<file path="config.mk">
export PLATFORM = sky130hd
export DESIGN_NAME = uint8_mac_pe_flat
export DESIGN_NICKNAME = d
export VERILOG_FILES = /design/src/rtl/uint8_sa_pkg.sv /design/src/rtl/uint8_mac_pe_if.sv /design/src/rtl/uint8_mul.sv /design/src/rtl/uint8_mac_pe.sv /design/src/flat_wrapper.sv
export SDC_FILE = /design/constraint.sdc
export NUM_CORES = 1
export LEC_CHECK = 0
export BUFFER_PORTS_ARGS = -buffer_cell sky130_fd_sc_hd__buf_2
export CORE_MARGIN = 3
export CORE_UTILIZATION = 50
export CTS_BUF_LIST = sky130_fd_sc_hd__clkbuf_8
export DETAILED_ROUTE_END_ITERATION = 7
export HOLD_SLACK_MARGIN = 0.12
export PLACE_DENSITY_LB_ADDON = 0.08
export SYNTH_ARGS = -nofsm -noshare
export SYNTH_HDL_FRONTEND = slang
export SYNTH_SLANG_ARGS = --single-unit
</file>
<file path="constraint.sdc">
create_clock -name clk -period 6.7 [get_ports clk]
set_input_delay 0.335 -clock clk [delete_from_list [all_inputs] [get_ports clk]]
set_output_delay 0.335 -clock clk [all_outputs]
set_load 0.02 [all_outputs]
</file>
<file path="src/rtl/uint8_sa_pkg.sv">
// Shared types, defaults and accumulate rule for the uint8 systolic array.
// Define UINT8_MAC_SAT_EN to make accumulation saturate instead of wrap.
package uint8_sa_pkg;

  parameter int unsigned DefDataW = 8;
  parameter int unsigned DefAccW  = 24;
  // Widest accumulator mac_add can serve; ACC_W must not exceed it.
  parameter int unsigned MaxAccW  = 48;

  typedef enum logic [1:0] {
    StIdle  = 2'd0,
    StAccum = 2'd1,
    StDone  = 2'd2
  } pe_state_e;

  // Adds prod to acc within an acc_w-bit accumulator (both inputs already below 2^acc_w).
  function automatic logic [MaxAccW-1:0] mac_add(logic [MaxAccW-1:0] acc,
                                                 logic [MaxAccW-1:0] prod,
                                                 int unsigned        acc_w);
    logic [MaxAccW-1:0] mask;
`ifdef UINT8_MAC_SAT_EN
    logic [MaxAccW:0]   sum;
    mask = '1;
    mask = mask >> (MaxAccW - acc_w);
    sum  = {1'b0, acc} + {1'b0, prod};
    if (sum > {1'b0, mask}) begin
      return mask;
    end
    return sum[MaxAccW-1:0];
`else
    logic [MaxAccW-1:0] sum;
    mask = '1;
    mask = mask >> (MaxAccW - acc_w);
    sum  = acc + prod;
    return sum & mask;
`endif
  endfunction

endpackage

</file>
<file path="src/rtl/uint8_mac_pe_if.sv">
// Operand, forwarding and result-handshake signals of one systolic PE.
interface uint8_mac_pe_if
  import uint8_sa_pkg::*;
#(
  parameter int unsigned DATA_W = DefDataW,
  parameter int unsigned ACC_W  = DefAccW
);

  logic [DATA_W-1:0] a_in;
  logic              a_vld_in;
  logic [DATA_W-1:0] b_in;
  logic              b_vld_in;
  logic              start;
  logic              last;
  logic [DATA_W-1:0] a_out;
  logic              a_vld_out;
  logic [DATA_W-1:0] b_out;
  logic              b_vld_out;
  logic [ACC_W-1:0]  acc_out;
  logic              acc_vld;
  logic              acc_rdy;
  logic              err;

  modport slave (
    input  a_in, a_vld_in, b_in, b_vld_in, start, last, acc_rdy,
    output a_out, a_vld_out, b_out, b_vld_out, acc_out, acc_vld, err
  );

  modport master (
    output a_in, a_vld_in, b_in, b_vld_in, start, last, acc_rdy,
    input  a_out, a_vld_out, b_out, b_vld_out, acc_out, acc_vld, err
  );

endinterface

</file>
<file path="src/rtl/uint8_mul.sv">
// Combinational unsigned DATA_W x DATA_W multiplier; drop-in point for a DSP primitive.
module uint8_mul #(
  parameter int unsigned DATA_W = 8
) (
  input  logic [DATA_W-1:0]   a_i,
  input  logic [DATA_W-1:0]   b_i,
  output logic [2*DATA_W-1:0] p_o
);

  assign p_o = {{DATA_W{1'b0}}, a_i} * {{DATA_W{1'b0}}, b_i};

endmodule

</file>
<file path="src/rtl/uint8_mac_pe.sv">
// Output-stationary uint8 MAC processing element with east/south operand forwarding.
// Build option: UINT8_MAC_SAT_EN selects saturating accumulation (see uint8_sa_pkg).
module uint8_mac_pe
  import uint8_sa_pkg::*;
#(
  parameter int unsigned DATA_W = DefDataW,
  parameter int unsigned ACC_W  = DefAccW
) (
  input logic           clk,
  input logic           rst,
  uint8_mac_pe_if.slave pe
);

  logic [DATA_W-1:0]   a_q, b_q;
  logic                a_vld_q, b_vld_q;
  pe_state_e           state_q, state_d;
  logic [ACC_W-1:0]    acc_q, acc_d;
  logic                err_q, err_d;

  logic                fire, mism;
  logic [2*DATA_W-1:0] prod;
  logic [ACC_W-1:0]    load_val, sum_val;
  pe_state_e           restart_st;

  uint8_mul #(
    .DATA_W (DATA_W)
  ) u_mul (
    .a_i (pe.a_in),
    .b_i (pe.b_in),
    .p_o (prod)
  );

  assign fire       = pe.a_vld_in & pe.b_vld_in;
  assign mism       = pe.a_vld_in ^ pe.b_vld_in;
  // A start cycle may already carry the first pair, or even the whole (single-pair) product.
  assign load_val   = fire ? ACC_W'(prod) : '0;
  assign restart_st = (fire && pe.last) ? StDone : StAccum;
  assign sum_val    = ACC_W'(mac_add(MaxAccW'(acc_q), MaxAccW'(prod), ACC_W));

  always_comb begin
    state_d = state_q;
    acc_d   = acc_q;
    err_d   = err_q;
    unique case (state_q)
      StIdle: begin
        if (pe.start) begin
          acc_d   = load_val;
          state_d = restart_st;
        end
      end
      StAccum: begin
        if (mism) err_d = 1'b1;
        if (pe.start) begin
          acc_d   = load_val;
          state_d = restart_st;
        end else if (fire) begin
          acc_d = sum_val;
          if (pe.last) state_d = StDone;
        end
      end
      StDone: begin
        // Result is held until accepted; start only counts alongside acceptance.
        if (pe.acc_rdy) begin
          if (pe.start) begin
            acc_d   = load_val;
            state_d = restart_st;
          end else begin
            state_d = StIdle;
          end
        end
      end
      default: state_d = StIdle;
    endcase
  end

  always_ff @(posedge clk) begin
    if (rst) begin
      state_q <= StIdle;
      acc_q   <= '0;
      err_q   <= 1'b0;
    end else begin
      state_q <= state_d;
      acc_q   <= acc_d;
      err_q   <= err_d;
    end
  end

  always_ff @(posedge clk) begin
    if (rst) begin
      a_q     <= '0;
      a_vld_q <= 1'b0;
      b_q     <= '0;
      b_vld_q <= 1'b0;
    end else begin
      a_q     <= pe.a_in;
      a_vld_q <= pe.a_vld_in;
      b_q     <= pe.b_in;
      b_vld_q <= pe.b_vld_in;
    end
  end

  assign pe.a_out     = a_q;
  assign pe.a_vld_out = a_vld_q;
  assign pe.b_out     = b_q;
  assign pe.b_vld_out = b_vld_q;
  assign pe.acc_out   = acc_q;
  assign pe.acc_vld   = (state_q == StDone);
  assign pe.err       = err_q;

endmodule

</file>
<file path="src/flat_wrapper.sv">
// flat-port wrapper written by rule: the top's interface ports become plain ports
module uint8_mac_pe_flat import uint8_sa_pkg::*;
#(
  parameter int unsigned DATA_W = DefDataW,
  parameter int unsigned ACC_W  = DefAccW
)
  (clk, rst, pe_a_in, pe_a_vld_in, pe_b_in, pe_b_vld_in, pe_start, pe_last, pe_acc_rdy, pe_a_out, pe_a_vld_out, pe_b_out, pe_b_vld_out, pe_acc_out, pe_acc_vld, pe_err);
  uint8_mac_pe_if #(.DATA_W(DATA_W), .ACC_W(ACC_W)) pe_i ();
  input logic clk;
  input logic rst;
  input wire logic [$bits(pe_i.a_in)-1:0] pe_a_in;
  input wire logic [$bits(pe_i.a_vld_in)-1:0] pe_a_vld_in;
  input wire logic [$bits(pe_i.b_in)-1:0] pe_b_in;
  input wire logic [$bits(pe_i.b_vld_in)-1:0] pe_b_vld_in;
  input wire logic [$bits(pe_i.start)-1:0] pe_start;
  input wire logic [$bits(pe_i.last)-1:0] pe_last;
  input wire logic [$bits(pe_i.acc_rdy)-1:0] pe_acc_rdy;
  output wire logic [$bits(pe_i.a_out)-1:0] pe_a_out;
  output wire logic [$bits(pe_i.a_vld_out)-1:0] pe_a_vld_out;
  output wire logic [$bits(pe_i.b_out)-1:0] pe_b_out;
  output wire logic [$bits(pe_i.b_vld_out)-1:0] pe_b_vld_out;
  output wire logic [$bits(pe_i.acc_out)-1:0] pe_acc_out;
  output wire logic [$bits(pe_i.acc_vld)-1:0] pe_acc_vld;
  output wire logic [$bits(pe_i.err)-1:0] pe_err;
  assign pe_i.a_in = pe_a_in;
  assign pe_i.a_vld_in = pe_a_vld_in;
  assign pe_i.b_in = pe_b_in;
  assign pe_i.b_vld_in = pe_b_vld_in;
  assign pe_i.start = pe_start;
  assign pe_i.last = pe_last;
  assign pe_i.acc_rdy = pe_acc_rdy;
  assign pe_a_out = pe_i.a_out;
  assign pe_a_vld_out = pe_i.a_vld_out;
  assign pe_b_out = pe_i.b_out;
  assign pe_b_vld_out = pe_i.b_vld_out;
  assign pe_acc_out = pe_i.acc_out;
  assign pe_acc_vld = pe_i.acc_vld;
  assign pe_err = pe_i.err;
  uint8_mac_pe #(.DATA_W(DATA_W), .ACC_W(ACC_W)) u_core (.clk(clk), .rst(rst), .pe(pe_i));
endmodule
</file>
==> implementation parameters <==
Parameter                              Value

GRT
  Largest net degree at the start of global routing    40
  First-pass GRT wire length    ~19 mm
  Total gr overflow    0
  Antenna violations before repair    0
  Via count of the first global-routing pass    3968
  Global-route usage over all layers    20.6%

Finish
  Diode count    0
  Final core occ    57.3%
  Fraction of layout cells with a size suffix above 1    13.2%
  Final layout net count    751
  Area overhead of the layout relative to synthesis    9.20%
  Post-layout instance area    5420 sq um
  Sequential cell area    901 sq um
  Area taken by multi-input logic gates    around 3700 sq um
  Fill cell instance count of the final layout    925

Synth
  Count of state elements after synthesis    45
  Number of instances in the synthesized netlist    just under 600
  Synthesized netlist net count    ~700
  Dominant cells by area after synthesis    dfxtp_1 18%, fa_1 15%, ha_1 14%
  EDFF count, synth    0
  Most numerous cell types in the synthesized netlist    64 x and2_1, 57 x inv_1, 54 x ha_1
  Yosys top cell area share    between 15 and 20%
  YS warnings    0
  Netlist Area Pre-Place    around 5000 sq um
  Main synth FF type    dfxtp_1
  Yosys cell types    60
  Sequential element share of the synthesized area    18.1%
  Most numerous cell in the Yosys netlist    and2_1
  Biggest area consumer among synthesized cells    dfxtp_1
  Share of synthesized registers carrying an async set or reset    0%
  Mean instance size in the synthesized netlist    ~8.5 sq um

Setup path
  Critical path launch point    pe_b_in[7]
  Internal reg-to-reg setup slack    approximately 4.2 ns
  Endpoint of the most critical register-to-register path    u_core.pe.acc_out[17]
  Required time at the endpoint of the critical path    6.90 ns
  CP Class    input port to register
  Kind of capture point of the worst setup path    register
  Last element of the critical path    u_core.pe.acc_out[17]
  Nature of the critical path startpoint    input port
  Data arrival time of the critical path    about 6.3 ns
  Length in cells of the worst reg-to-reg path    7
  CP Max Fanout    9
  Origin of the critical flop-to-flop path    u_core.pe.acc_out[8]

Pwr
  Switching share of power    about 50%
  Final total power    1930 uW
  Seq pwr share    16.0%
  Pwr per Cell Area    between 300 and 400 nW/um^2
  P_leak    ~0.0026 uW
  Max VDD drop    0.181 mV
  Internal power    963 uW
  Proportion of power drawn by combinational gates    a little over 70%
  Switching power of the nets    approximately 970 uW
  Clk pwr share    11.4%

Timing
  Fmax achieved    164 MHz
  Final Setup Violations    0
  Setup repair after global routing missed its margin    false
  Final Cycle Share    90.9%
  Worst slew pin tran    0.929 ns
  Relative slew margins    between 30% and 40%
  Setup tns final    0 ns
  Fin crit period    6.09 ns
  Hold Fails Final Rpt    0
  Worst clock skew    0.0103 ns
  Max-slew violation count    0

Clocking
  Inserted Clock Buffers    5
  Buffer type at the clock tree root    clkbuf_8
  CTS resizes    0
  Number of buffers added to fix hold violations after cts    0
  CTS Sinks    45
  TritonCTS clock tree    built
  Number of setup buffers added after CTS    0
  Buffer levels on the longest clock path    2
  Clock transition at the registers of the reported paths    0.10 ns
  Insertion delay to the later sink of the worst-skew pair    0.31 ns
  Maximum level of the CTS H-tree    2

Routing
  Routed WL per cell    between 10 and 15 um
  Drt initial violations    194
  Post-detailed-route count of antenna-violating nets    0
  Number of vias per cell after detailed routing    5.51
  DRC    0
  Total routed wirelength    11.4 mm
  Overall via count from detail_route    4225
  DR pass1 iterations    4

Placed design
  HPWL after DPL    8.94 mm
  Area after DPL    5310 sq um
  Count of port buffers added during placement    66
  Weighted congestion at the end of routability-driven global placement    0.956

Die
  Std cell rows    35
  Overall die height    approximately 110 um
  Standard cell core area    9460 sq um
  Initial core utilization    52.5%
  Die area    11200 sq um
  IO Count    67
  Horizontal extent of the die    106 um

Hold path
  Hold Crit Class    input port to register

Status
  Run status    complete, no violations

Flow run
  Max-cap violations    0
power by group through the flow:
stage	Combinational (uW)	Clock (uW)	Sequential (uW)
2_1_floorplan	1100	0	339
3_3_place_gp	1360	0	314
3_5_place_dp	1390	0	315
4_1_cts	1390	227	308
5_1_grt	1580	234	312
6_report	1400	220	308
layout by cell type (no fill, tap or decap), types with 2 or more instances in the layout:
master,synthesis,final
mux2i_1,11,11
a221oi_1,7,7
a21oi_1,34,34
nor2_1,28,28
dfxtp_1,45,45
nand3b_1,2,2
a31oi_1,5,5
clkbuf_8,6,5
and3_1,4,4
a311oi_1,6,6
o21ai_1,3,3
nor3_1,9,9
xor2_1,5,5
o22ai_1,2,2
mux2_2,2,2
buf_2,2,66
nand2_1,40,40
nand3_1,18,18
xnor2_1,14,14
a41oi_1,3,3
ha_1,54,54
and4_1,2,2
a211o_1,2,2
and2_1,64,64
nor2b_1,24,24
fa_1,37,37
nand4_1,5,5
a21o_1,6,6
o211ai_1,5,5
or3_1,2,2
o21a_1,4,4
o21ai_0,25,24
nand2b_1,10,10
inv_1,57,58
a211oi_1,7,7
nor3b_1,2,2
metal layers:
metal	up-vias	share of wire [%]	global-route usage (%)
met4	0	1.0	5.00
met1	1992	47	28.9
li1	2113	-	-
met3	13	5.1	2.51
met5	-	0	0
met2	107	47	33.8
cell families after synthesis:
kind of cell	after synthesis	share of synthesized area [%]
multiplexers	13	2.67
buffers and inverters	76	7.48
XOR/XNOR	19	3.35
flip-flops	45	18.1
adder cells (fa/ha/maj)	91	28.5
AND/OR/NAND/NOR	218	23.8
AO/OA/AOI/OAI	120	16.0
how the worst min path moves through the flow:
| stage | startpoint | endpoint | slack [ns] | cells past startpoint |
|---|---|---|---|---|
| floorplan | pe_a_in[3] | u_core.pe.a_out[3] | 0.46 | 1 |
| global placement | u_core.pe.err | u_core.pe.err | 0.44 | 2 |
| detailed placement | u_core.pe.err | u_core.pe.err | 0.45 | 2 |
| CTS | pe_b_vld_in | u_core.pe.b_vld_out | 0.25 | 2 |
| global route | pe_b_vld_in | u_core.pe.b_vld_out | 0.28 | 2 |
| finish | pe_b_vld_in | u_core.pe.b_vld_out | 0.25 | 2 |
cell type report:
class	count	share of cell area (%)
Tap cell	129	2.98
Multi-Input combinational cell	461	68.2
Inverter	57	3.95
Clock buffer	5	1.27
Timing Repair Buffer	67	6.23
Clock inverter	3	0.784
Sequential cell	45	16.6
registers in the layout (all words and copies together) (netlist names):
register	cells
u_core.pe.a_out	8
u_core.pe.a_vld_out	1
u_core.pe.acc_out	24
u_core.pe.b_out	8
u_core.pe.b_vld_out	1
u_core.pe.err	1
u_core.state_q	2
stage by stage:
step,cells,setup WS [ns],hold WS (ns)
2_1_floorplan,582,1.03,0.463
3_3_place_gp,759,0.594,0.444
3_5_place_dp,759,0.353,0.454
4_1_cts,767,0.667,0.250
5_1_grt,767,0.169,0.283
6_report,767,0.613,0.253
worst max-delay path, cell delays in order:
cell	delay (ns)
buf_2	0.16
nand2_1	0.10
fa_1	0.51
fa_1	0.55
inv_1	0.05
fa_1	0.53
inv_1	0.05
fa_1	0.52
inv_1	0.04
ha_1	0.34
and2_1	0.19
a221oi_1	0.36
o21ai_1	0.20
a21oi_1	0.28
xnor2_1	0.16
ha_1	0.35
a21oi_1	0.25
o21ai_0	0.12
a41oi_1	0.40
a211oi_1	0.17
o21ai_0	0.24
mux2_2	0.37
(Power assumes the default switching activity.)
